File: config.mk
export PLATFORM = sky130hd
export DESIGN_NAME = alu_md_flat
export DESIGN_NICKNAME = d
export VERILOG_FILES = /design/src/rtl/alu_md_if.sv /design/src/rtl/alu_md.sv /design/src/flat_wrapper.sv
export SDC_FILE = /design/constraint.sdc
export NUM_CORES = 2
export LEC_CHECK = 0
export CORE_MARGIN = 8
export CORE_UTILIZATION = 45
export DETAILED_ROUTE_END_ITERATION = 8
export SYNTH_ARGS = -nofsm -noshare
export SYNTH_HDL_FRONTEND = slang
export SYNTH_SLANG_ARGS = --single-unit
export TNS_END_PERCENT = 50
File: constraint.sdc
create_clock -name clk -period 11.28 [get_ports clk]
set_input_delay 1.128 -clock clk [delete_from_list [all_inputs] [get_ports clk]]
set_output_delay 1.128 -clock clk [all_outputs]
set_load 0.01 [all_outputs]
File: src/rtl/alu_md_if.sv
// Request/response bundle between a requester and the alu_md execution unit.
// The requester drives the operation and out_ready; alu_md answers with in_ready, the result and busy.
interface alu_md_if #(
  parameter int XLEN = 32
);
  logic            in_valid;
  logic            in_ready;
  logic [6:0]      opcode;
  logic [2:0]      func3;
  logic [6:0]      func7;
  logic [XLEN-1:0] operand1;
  logic [XLEN-1:0] operand2;
  logic            out_valid;
  logic            out_ready;
  logic [XLEN-1:0] alu_out;
  logic            busy;

  modport master (
    output in_valid, opcode, func3, func7, operand1, operand2, out_ready,
    input  in_ready, out_valid, alu_out, busy
  );

  modport slave (
    input  in_valid, opcode, func3, func7, operand1, operand2, out_ready,
    output in_ready, out_valid, alu_out, busy
  );
endinterface

File: src/rtl/alu_md.sv
// RV32/RV64 integer ALU with M extension: single-cycle ops and multiply, plus a
// one-bit-per-cycle restoring divider; results wait in HOLD until the consumer takes them.
module alu_md #(
  parameter int XLEN = 32,
  parameter int SHW  = $clog2(XLEN)
) (
  input logic     clk,
  input logic     rst,
  alu_md_if.slave bus
);
  localparam logic [6:0] OP_I     = 7'b0010011;
  localparam logic [6:0] OP_R     = 7'b0110011;
  localparam logic [6:0] OP_B     = 7'b1100011;
  localparam logic [6:0] OP_L     = 7'b0000011;
  localparam logic [6:0] OP_S     = 7'b0100011;
  localparam logic [6:0] OP_LUI   = 7'b0110111;
  localparam logic [6:0] OP_AUIPC = 7'b0010111;
  localparam logic [6:0] OP_JAL   = 7'b1101111;
  localparam logic [6:0] OP_JALR  = 7'b1100111;
  localparam logic [6:0] F7_BASE  = 7'b0000000;
  localparam logic [6:0] F7_ALT   = 7'b0100000;
  localparam logic [6:0] F7_MUL   = 7'b0000001;
  localparam int         CW       = $clog2(XLEN);
  // On RV64 the immediate shifts carry shamt[5] in func7[0], so it is not part of the func7 check.
  localparam logic [6:0] SHAMT_MASK = (XLEN == 64) ? 7'b1111110 : 7'b1111111;

  typedef enum logic [1:0] {IDLE, DIV, HOLD} state_t;

  state_t            r_state;
  state_t            w_nextState;
  logic              w_inReady;
  logic              w_outValid;
  logic              w_busy;
  logic              w_accept;
  logic              w_divStart;
  logic [XLEN-1:0]   w_result;

  logic [XLEN-1:0]   w_op1;
  logic [XLEN-1:0]   w_op2;
  logic [SHW-1:0]    w_shamt;
  logic [6:0]        w_f7Shift;
  logic              w_eq;
  logic              w_lt;
  logic              w_ltu;
  logic [XLEN-1:0]   w_sll;
  logic [XLEN-1:0]   w_srl;
  logic [XLEN-1:0]   w_sra;

  logic              w_mSignA;
  logic              w_mSignB;
  logic [2*XLEN-1:0] w_mA;
  logic [2*XLEN-1:0] w_mB;
  logic [2*XLEN-1:0] w_prod;

  logic              w_divSigned;
  logic              w_isRemOp;
  logic              w_divZero;
  logic              w_divOvf;
  logic [XLEN-1:0]   w_mag1;
  logic [XLEN-1:0]   w_mag2;

  logic [XLEN-1:0]   r_aluOut;
  logic [XLEN-1:0]   r_dividend;
  logic [XLEN-1:0]   r_divisor;
  logic [XLEN-1:0]   r_rem;
  logic [CW-1:0]     r_cnt;
  logic              r_negQ;
  logic              r_negR;
  logic              r_isRem;
  logic [XLEN:0]     w_remShift;
  logic [XLEN:0]     w_diff;
  logic              w_qBit;
  logic [XLEN-1:0]   w_qNext;
  logic [XLEN-1:0]   w_rNext;
  logic [XLEN-1:0]   w_qFinal;
  logic [XLEN-1:0]   w_rFinal;
  logic              w_lastIter;

  assign w_op1     = bus.operand1;
  assign w_op2     = bus.operand2;
  assign w_shamt   = bus.operand2[SHW-1:0];
  assign w_f7Shift = bus.func7 & SHAMT_MASK;
  assign w_eq      = (w_op1 == w_op2);
  assign w_lt      = ($signed(w_op1) < $signed(w_op2));
  assign w_ltu     = (w_op1 < w_op2);
  assign w_sll     = w_op1 << w_shamt;
  assign w_srl     = w_op1 >> w_shamt;
  assign w_sra     = XLEN'($signed(w_op1) >>> w_shamt);

  // A single 2*XLEN multiplier serves all four multiplies by choosing how each operand is extended.
  assign w_mSignA = (bus.func3 == 3'b001) || (bus.func3 == 3'b010);
  assign w_mSignB = (bus.func3 == 3'b001);
  assign w_mA     = {{XLEN{w_mSignA & w_op1[XLEN-1]}}, w_op1};
  assign w_mB     = {{XLEN{w_mSignB & w_op2[XLEN-1]}}, w_op2};
  assign w_prod   = w_mA * w_mB;

  assign w_divSigned = ~bus.func3[0];
  assign w_isRemOp   = bus.func3[1];
  assign w_divZero   = (w_op2 == '0);
  assign w_divOvf    = w_divSigned && (w_op1 == {1'b1, {(XLEN-1){1'b0}}}) && (w_op2 == '1);
  assign w_mag1      = (w_divSigned && w_op1[XLEN-1]) ? -w_op1 : w_op1;
  assign w_mag2      = (w_divSigned && w_op2[XLEN-1]) ? -w_op2 : w_op2;

  always_comb begin
    w_result   = '0;
    w_divStart = 1'b0;
    case (bus.opcode)
      OP_I: begin
        case (bus.func3)
          3'b000: w_result = w_op1 + w_op2;
          3'b001: if (w_f7Shift == F7_BASE) w_result = w_sll;
          3'b010: w_result = XLEN'(w_lt);
          3'b011: w_result = XLEN'(w_ltu);
          3'b100: w_result = w_op1 ^ w_op2;
          3'b101: begin
            if (w_f7Shift == F7_BASE)     w_result = w_srl;
            else if (w_f7Shift == F7_ALT) w_result = w_sra;
          end
          3'b110: w_result = w_op1 | w_op2;
          3'b111: w_result = w_op1 & w_op2;
          default: ;
        endcase
      end
      OP_R: begin
        if (bus.func7 == F7_BASE) begin
          case (bus.func3)
            3'b000: w_result = w_op1 + w_op2;
            3'b001: w_result = w_sll;
            3'b010: w_result = XLEN'(w_lt);
            3'b011: w_result = XLEN'(w_ltu);
            3'b100: w_result = w_op1 ^ w_op2;
            3'b101: w_result = w_srl;
            3'b110: w_result = w_op1 | w_op2;
            3'b111: w_result = w_op1 & w_op2;
            default: ;
          endcase
        end else if (bus.func7 == F7_ALT) begin
          case (bus.func3)
            3'b000: w_result = w_op1 - w_op2;
            3'b101: w_result = w_sra;
            default: ;
          endcase
        end else if (bus.func7 == F7_MUL) begin
          case (bus.func3)
            3'b000:                 w_result = w_prod[XLEN-1:0];
            3'b001, 3'b010, 3'b011: w_result = w_prod[2*XLEN-1:XLEN];
            default: begin
              // Zero divisor and signed overflow resolve immediately; everything else iterates.
              if (w_divZero)     w_result = w_isRemOp ? w_op1 : '1;
              else if (w_divOvf) w_result = w_isRemOp ? '0 : w_op1;
              else               w_divStart = 1'b1;
            end
          endcase
        end
      end
      OP_B: begin
        case (bus.func3)
          3'b000: w_result = XLEN'(w_eq);
          3'b001: w_result = XLEN'(!w_eq);
          3'b100: w_result = XLEN'(w_lt);
          3'b101: w_result = XLEN'(!w_lt);
          3'b110: w_result = XLEN'(w_ltu);
          3'b111: w_result = XLEN'(!w_ltu);
          default: ;
        endcase
      end
      OP_L: begin
        case (bus.func3)
          3'b000, 3'b001, 3'b010, 3'b100, 3'b101: w_result = w_op1 + w_op2;
          3'b011, 3'b110: if (XLEN == 64) w_result = w_op1 + w_op2;
          default: ;
        endcase
      end
      OP_S: begin
        case (bus.func3)
          3'b000, 3'b001, 3'b010: w_result = w_op1 + w_op2;
          3'b011: if (XLEN == 64) w_result = w_op1 + w_op2;
          default: ;
        endcase
      end
      OP_LUI:   w_result = {w_op2[XLEN-1:12], 12'b0};
      OP_AUIPC: w_result = w_op1 + {w_op2[XLEN-1:12], 12'b0};
      OP_JAL:   w_result = w_op1 + XLEN'(4);
      OP_JALR:  if (bus.func3 == 3'b000) w_result = w_op1 + XLEN'(4);
      default: ;
    endcase
  end

  // One restoring step: shift in the next dividend bit and keep the difference if it did not borrow.
  assign w_remShift = {r_rem, r_dividend[XLEN-1]};
  assign w_diff     = w_remShift - {1'b0, r_divisor};
  assign w_qBit     = ~w_diff[XLEN];
  assign w_rNext    = w_qBit ? w_diff[XLEN-1:0] : w_remShift[XLEN-1:0];
  assign w_qNext    = {r_dividend[XLEN-2:0], w_qBit};
  assign w_qFinal   = r_negQ ? -w_qNext : w_qNext;
  assign w_rFinal   = r_negR ? -w_rNext : w_rNext;
  assign w_lastIter = (r_cnt == CW'(XLEN - 1));

  always_ff @(posedge clk) begin
    if (rst) r_state <= IDLE;
    else     r_state <= w_nextState;
  end

  always_comb begin
    w_nextState = r_state;
    case (r_state)
      IDLE: if (w_accept) w_nextState = w_divStart ? DIV : HOLD;
      DIV:  if (w_lastIter) w_nextState = HOLD;
      HOLD: begin
        if (w_accept)           w_nextState = w_divStart ? DIV : HOLD;
        else if (bus.out_ready) w_nextState = IDLE;
      end
      default: w_nextState = IDLE;
    endcase
  end

  always_comb begin
    w_inReady  = 1'b0;
    w_outValid = 1'b0;
    w_busy     = 1'b0;
    case (r_state)
      IDLE: w_inReady = 1'b1;
      DIV:  w_busy = 1'b1;
      HOLD: begin
        w_inReady  = bus.out_ready;
        w_outValid = 1'b1;
      end
      default: ;
    endcase
  end

  assign w_accept      = bus.in_valid && w_inReady;
  assign bus.in_ready  = w_inReady;
  assign bus.out_valid = w_outValid;
  assign bus.busy      = w_busy;
  assign bus.alu_out   = r_aluOut;

  // alu_out moves only when a single-cycle op is accepted or the divider finishes.
  always_ff @(posedge clk) begin
    if (rst) begin
      r_aluOut   <= '0;
      r_dividend <= '0;
      r_divisor  <= '0;
      r_rem      <= '0;
      r_cnt      <= '0;
      r_negQ     <= 1'b0;
      r_negR     <= 1'b0;
      r_isRem    <= 1'b0;
    end else if (w_accept && w_divStart) begin
      r_dividend <= w_mag1;
      r_divisor  <= w_mag2;
      r_rem      <= '0;
      r_cnt      <= '0;
      r_negQ     <= w_divSigned && (w_op1[XLEN-1] ^ w_op2[XLEN-1]);
      r_negR     <= w_divSigned && w_op1[XLEN-1];
      r_isRem    <= w_isRemOp;
    end else if (w_accept) begin
      r_aluOut <= w_result;
    end else if (r_state == DIV) begin
      r_dividend <= w_qNext;
      r_rem      <= w_rNext;
      r_cnt      <= r_cnt + CW'(1);
      if (w_lastIter) r_aluOut <= r_isRem ? w_rFinal : w_qFinal;
    end
  end
endmodule

File: src/flat_wrapper.sv
// flat-port wrapper written by rule: the top's interface ports become plain ports
module alu_md_flat 
#(
  parameter int XLEN = 32,
  parameter int SHW  = $clog2(XLEN)
)
  (clk, rst, bus_in_valid, bus_opcode, bus_func3, bus_func7, bus_operand1, bus_operand2, bus_out_ready, bus_in_ready, bus_out_valid, bus_alu_out, bus_busy);
  alu_md_if #(.XLEN(XLEN)) bus_i ();
  input logic clk;
  input logic rst;
  input wire logic [$bits(bus_i.in_valid)-1:0] bus_in_valid;
  input wire logic [$bits(bus_i.opcode)-1:0] bus_opcode;
  input wire logic [$bits(bus_i.func3)-1:0] bus_func3;
  input wire logic [$bits(bus_i.func7)-1:0] bus_func7;
  input wire logic [$bits(bus_i.operand1)-1:0] bus_operand1;
  input wire logic [$bits(bus_i.operand2)-1:0] bus_operand2;
  input wire logic [$bits(bus_i.out_ready)-1:0] bus_out_ready;
  output wire logic [$bits(bus_i.in_ready)-1:0] bus_in_ready;
  output wire logic [$bits(bus_i.out_valid)-1:0] bus_out_valid;
  output wire logic [$bits(bus_i.alu_out)-1:0] bus_alu_out;
  output wire logic [$bits(bus_i.busy)-1:0] bus_busy;
  assign bus_i.in_valid = bus_in_valid;
  assign bus_i.opcode = bus_opcode;
  assign bus_i.func3 = bus_func3;
  assign bus_i.func7 = bus_func7;
  assign bus_i.operand1 = bus_operand1;
  assign bus_i.operand2 = bus_operand2;
  assign bus_i.out_ready = bus_out_ready;
  assign bus_in_ready = bus_i.in_ready;
  assign bus_out_valid = bus_i.out_valid;
  assign bus_alu_out = bus_i.alu_out;
  assign bus_busy = bus_i.busy;
  alu_md #(.XLEN(XLEN), .SHW(SHW)) u_core (.clk(clk), .rst(rst), .bus(bus_i));
endmodule
==> reports/qor.csv <==
metric,value,unit
CP max FO,26,
count of clock tree sinks,138,
unrepaired setup endpoints after global routing,no,
number of global-route vias before repair,60300,
synthesized netlist cell count,7847,
maximum number of pins on one net before global-route repair,91,
number of violations reported at the end of detailed-routing iteration 0,7571,
total of max-cap violations,0,
source-to-sink clock delay at the later pin of the worst-skew pair,450,ps
root cell of the clock tree,clkbuf_16,
Final min period,11170,ps
max_slew headroom,7.54,%
number of buffers added to fix hold violations after cts,0,
Area growth syn-to-layout,6.55,%
Chip Height,386,um
total standard cell area after synthesis,61500,um^2
Starting Density,45.4,%
Worst Path Required,11650,ps
remaining global-route overflow,0,
async set-or-reset flop fraction in the synthesized netlist,0,%
count of cells along the worst register-to-register path,22,
Total Wirelength,308,mm
cell types occupying the most area after synthesis,"fa_1 37%, inv_1 8.1%, nand2_1 7.6%, ha_1 7.1%, dfxtp_1 4.5%",
post-synthesis sequential element count,138,
cell row count,135,
Via-to-Cell Ratio,6.31,
Post-DRT Antenna Nets,0,
Final period util,99.0,%
Post CTS Setup Buffer Count,0,
total via count after detailed routing,60200,
clock buffers created by TritonCTS,17,
placeable core area,136000,um^2
most common flop cell mapped by yosys,dfxtp_1,
critical setup path kind,input port to register,
number of endpoints failing setup at the final stage,0,
net count of the finished layout,9297,
kind of end point of the critical path,register,
wire per inst,32.2,um
TritonCTS clock tree,done,
Post-Synthesis Mean Instance Area,7.84,um^2
Final Max Tran Viols,0,
I/O Pins,120,
die width,386,um
final-layout setup total negative slack,0,ps
Overall Global Routing Usage,40.8,%
input/output buffers,119,
number of flops mapped to enable cells by yosys,0,
total iterations of the first detailed-routing run,9,
share of the synthesized area in the top cell type,36.7,%
hold violation count in the final report,0,
die area,149000,um^2
Synth area leader,fa_1,
synthesized net count,9411,
number of H-tree levels,4,
number of design rule violations left after detail routing,0,
Worst-path clk slew,70,ps
"Seq/Total Area, Yosys",4.49,%
startpoint types,input port,
number of unique standard cell types used by synthesis,105,
ratio of cells with drive above 1 in the final layout,6.93,%
slew of the pin with the lowest slew margin,1380,ps
number of warnings printed during yosys synthesis,0,
achievable clock frequency,0.0896,GHz
worst hold path class,register to register,
number of antenna violations at the first check in global routing,20,
first-pass GRT wire length,439,mm
data arrival time at the worst-slack endpoint,11540,ps
Worst Hold Depth,2,
status,completed,
post-route clock skew,18.7,ps
post-cts sizing count,0,
HPWL after detailed placement,246,mm
final weighted congestion in routability-driven placement,1.12,
clk buf depth,2,
-- stage by stage --
| step | setup slack [ps] | area (um^2) | instances | util, % | hold slack, ps |
|---|---|---|---|---|---|
| 4_1_cts | 600 | 65500 | 9527 | 48.3 | 457 |
| 6_report | 113 | 65600 | 9541 | 48.3 | 457 |
| 5_1_grt | 178 | 65500 | 9530 | 48.3 | 470 |
| 3_3_place_gp | 75.1 | 64900 | 9495 | 47.9 | 441 |
| 2_1_floorplan | 734 | 61500 | 7847 | - | 432 |
| 3_5_place_dp | 141 | 64900 | 9495 | 47.9 | 448 |
-- cell usage in the layout, fill, tap and decap left out, drive strengths merged, types with 38 or more instances in the layout --
master	synthesis	layout
or3	42	42
nand2	1246	1246
o31ai	45	45
mux4	59	59
xor2	64	64
nand3	69	69
nor3	104	104
a211oi	89	89
dfxtp	138	138
nand4	50	50
mux2i	61	61
fa	1129	1129
clkdlybuf4s50	0	61
xnor2	236	236
ha	350	350
nor4	38	38
inv	1334	1342
a31oi	75	75
buf	148	341
nor2	684	684
a21oi	444	444
a21o	69	69
o211ai	45	45
o21ai	317	317
o22ai	55	55
-- synth_stat cells (88+ instances only) --
| master | instances |
|---|---|
| buf_1 | 111 |
| ha_1 | 350 |
| nor2_1 | 684 |
| clkbuf_1 | 387 |
| dfxtp_1 | 138 |
| fa_1 | 1129 |
| nor3_1 | 103 |
| a211oi_1 | 88 |
| o21ai_0 | 306 |
| nand2_1 | 1246 |
| xnor2_1 | 236 |
| inv_1 | 1325 |
| a21oi_1 | 442 |
-- state kept, by name (all words and copies together), names as in the netlist --
name	count
u_core.r_negR	1
u_core.r_dividend	32
u_core.r_rem	32
u_core.r_isRem	1
u_core.r_cnt	5
u_core.r_state	2
u_core.r_divisor	32
u_core.r_negQ	1
u_core.bus.alu_out	32
-- logic make-up after synthesis --
logic type               Yosys count  synth area share (%)
AO/OA/AOI/OAI                   1486                  15.5
flip-flops                       138                  4.49
XOR/XNOR                         300                  4.27
buffers and inverters           1886                  11.6
adder cells (fa/ha/maj)         1479                  43.8
multiplexers                     144                  3.64
AND/OR/NAND/NOR                 2414                  16.6
-- cell type report --
type / count / area (um^2)
antenna: 14 / 35.0
inverter: 1351 / 5070
timing repair buffer: 402 / 3160
clock buffer: 17 / 425
fill: 13700 / 70100
multi-input combinational: 5823 / 51700
sequential: 138 / 2760
tap: 1781 / 2230
clock inverter: 15 / 203
-- path summary, 6_finish.rpt --
check                              from                      to  slack [ps]
hold / removal      u_core.r_divisor[3]     u_core.r_divisor[3]         460
setup reg to reg  u_core.r_dividend[31]  u_core.bus.alu_out[30]        4590
setup / recovery       bus_operand1[15]   u_core.bus.alu_out[8]         110
hold reg to reg     u_core.r_divisor[3]     u_core.r_divisor[3]         460
-- metal layers --
metal	GRT usage, %	share of wire (%)	up-vias
met3	13.6	12	946
met4	24.3	7.8	10
met2	59.1	41	3996
met1	52.9	39	30300
li1	-	-	25000
met5	0	0.021	-
-- worst max-delay path: stages --
cell      delay, ps
buf_2           950
buf_4           360
nand2_1         100
fa_1            560
inv_1            50
fa_1            480
fa_1            580
fa_1            470
fa_1            550
inv_1            50
fa_1            450
fa_1            490
inv_1            50
fa_1            430
ha_1            430
a21oi_1         250
o21ai_0         280
nor2_1          260
nand4_1         450
a21oi_1         460
o31ai_1         130
xor2_1          740
a211oi_1        210
o311ai_0       1050
buf_4           260
a221oi_1         70
o22ai_1         170
Power is not shown: default switching activity piles up to over one toggle a cycle in this logic, so the estimate is an artifact.
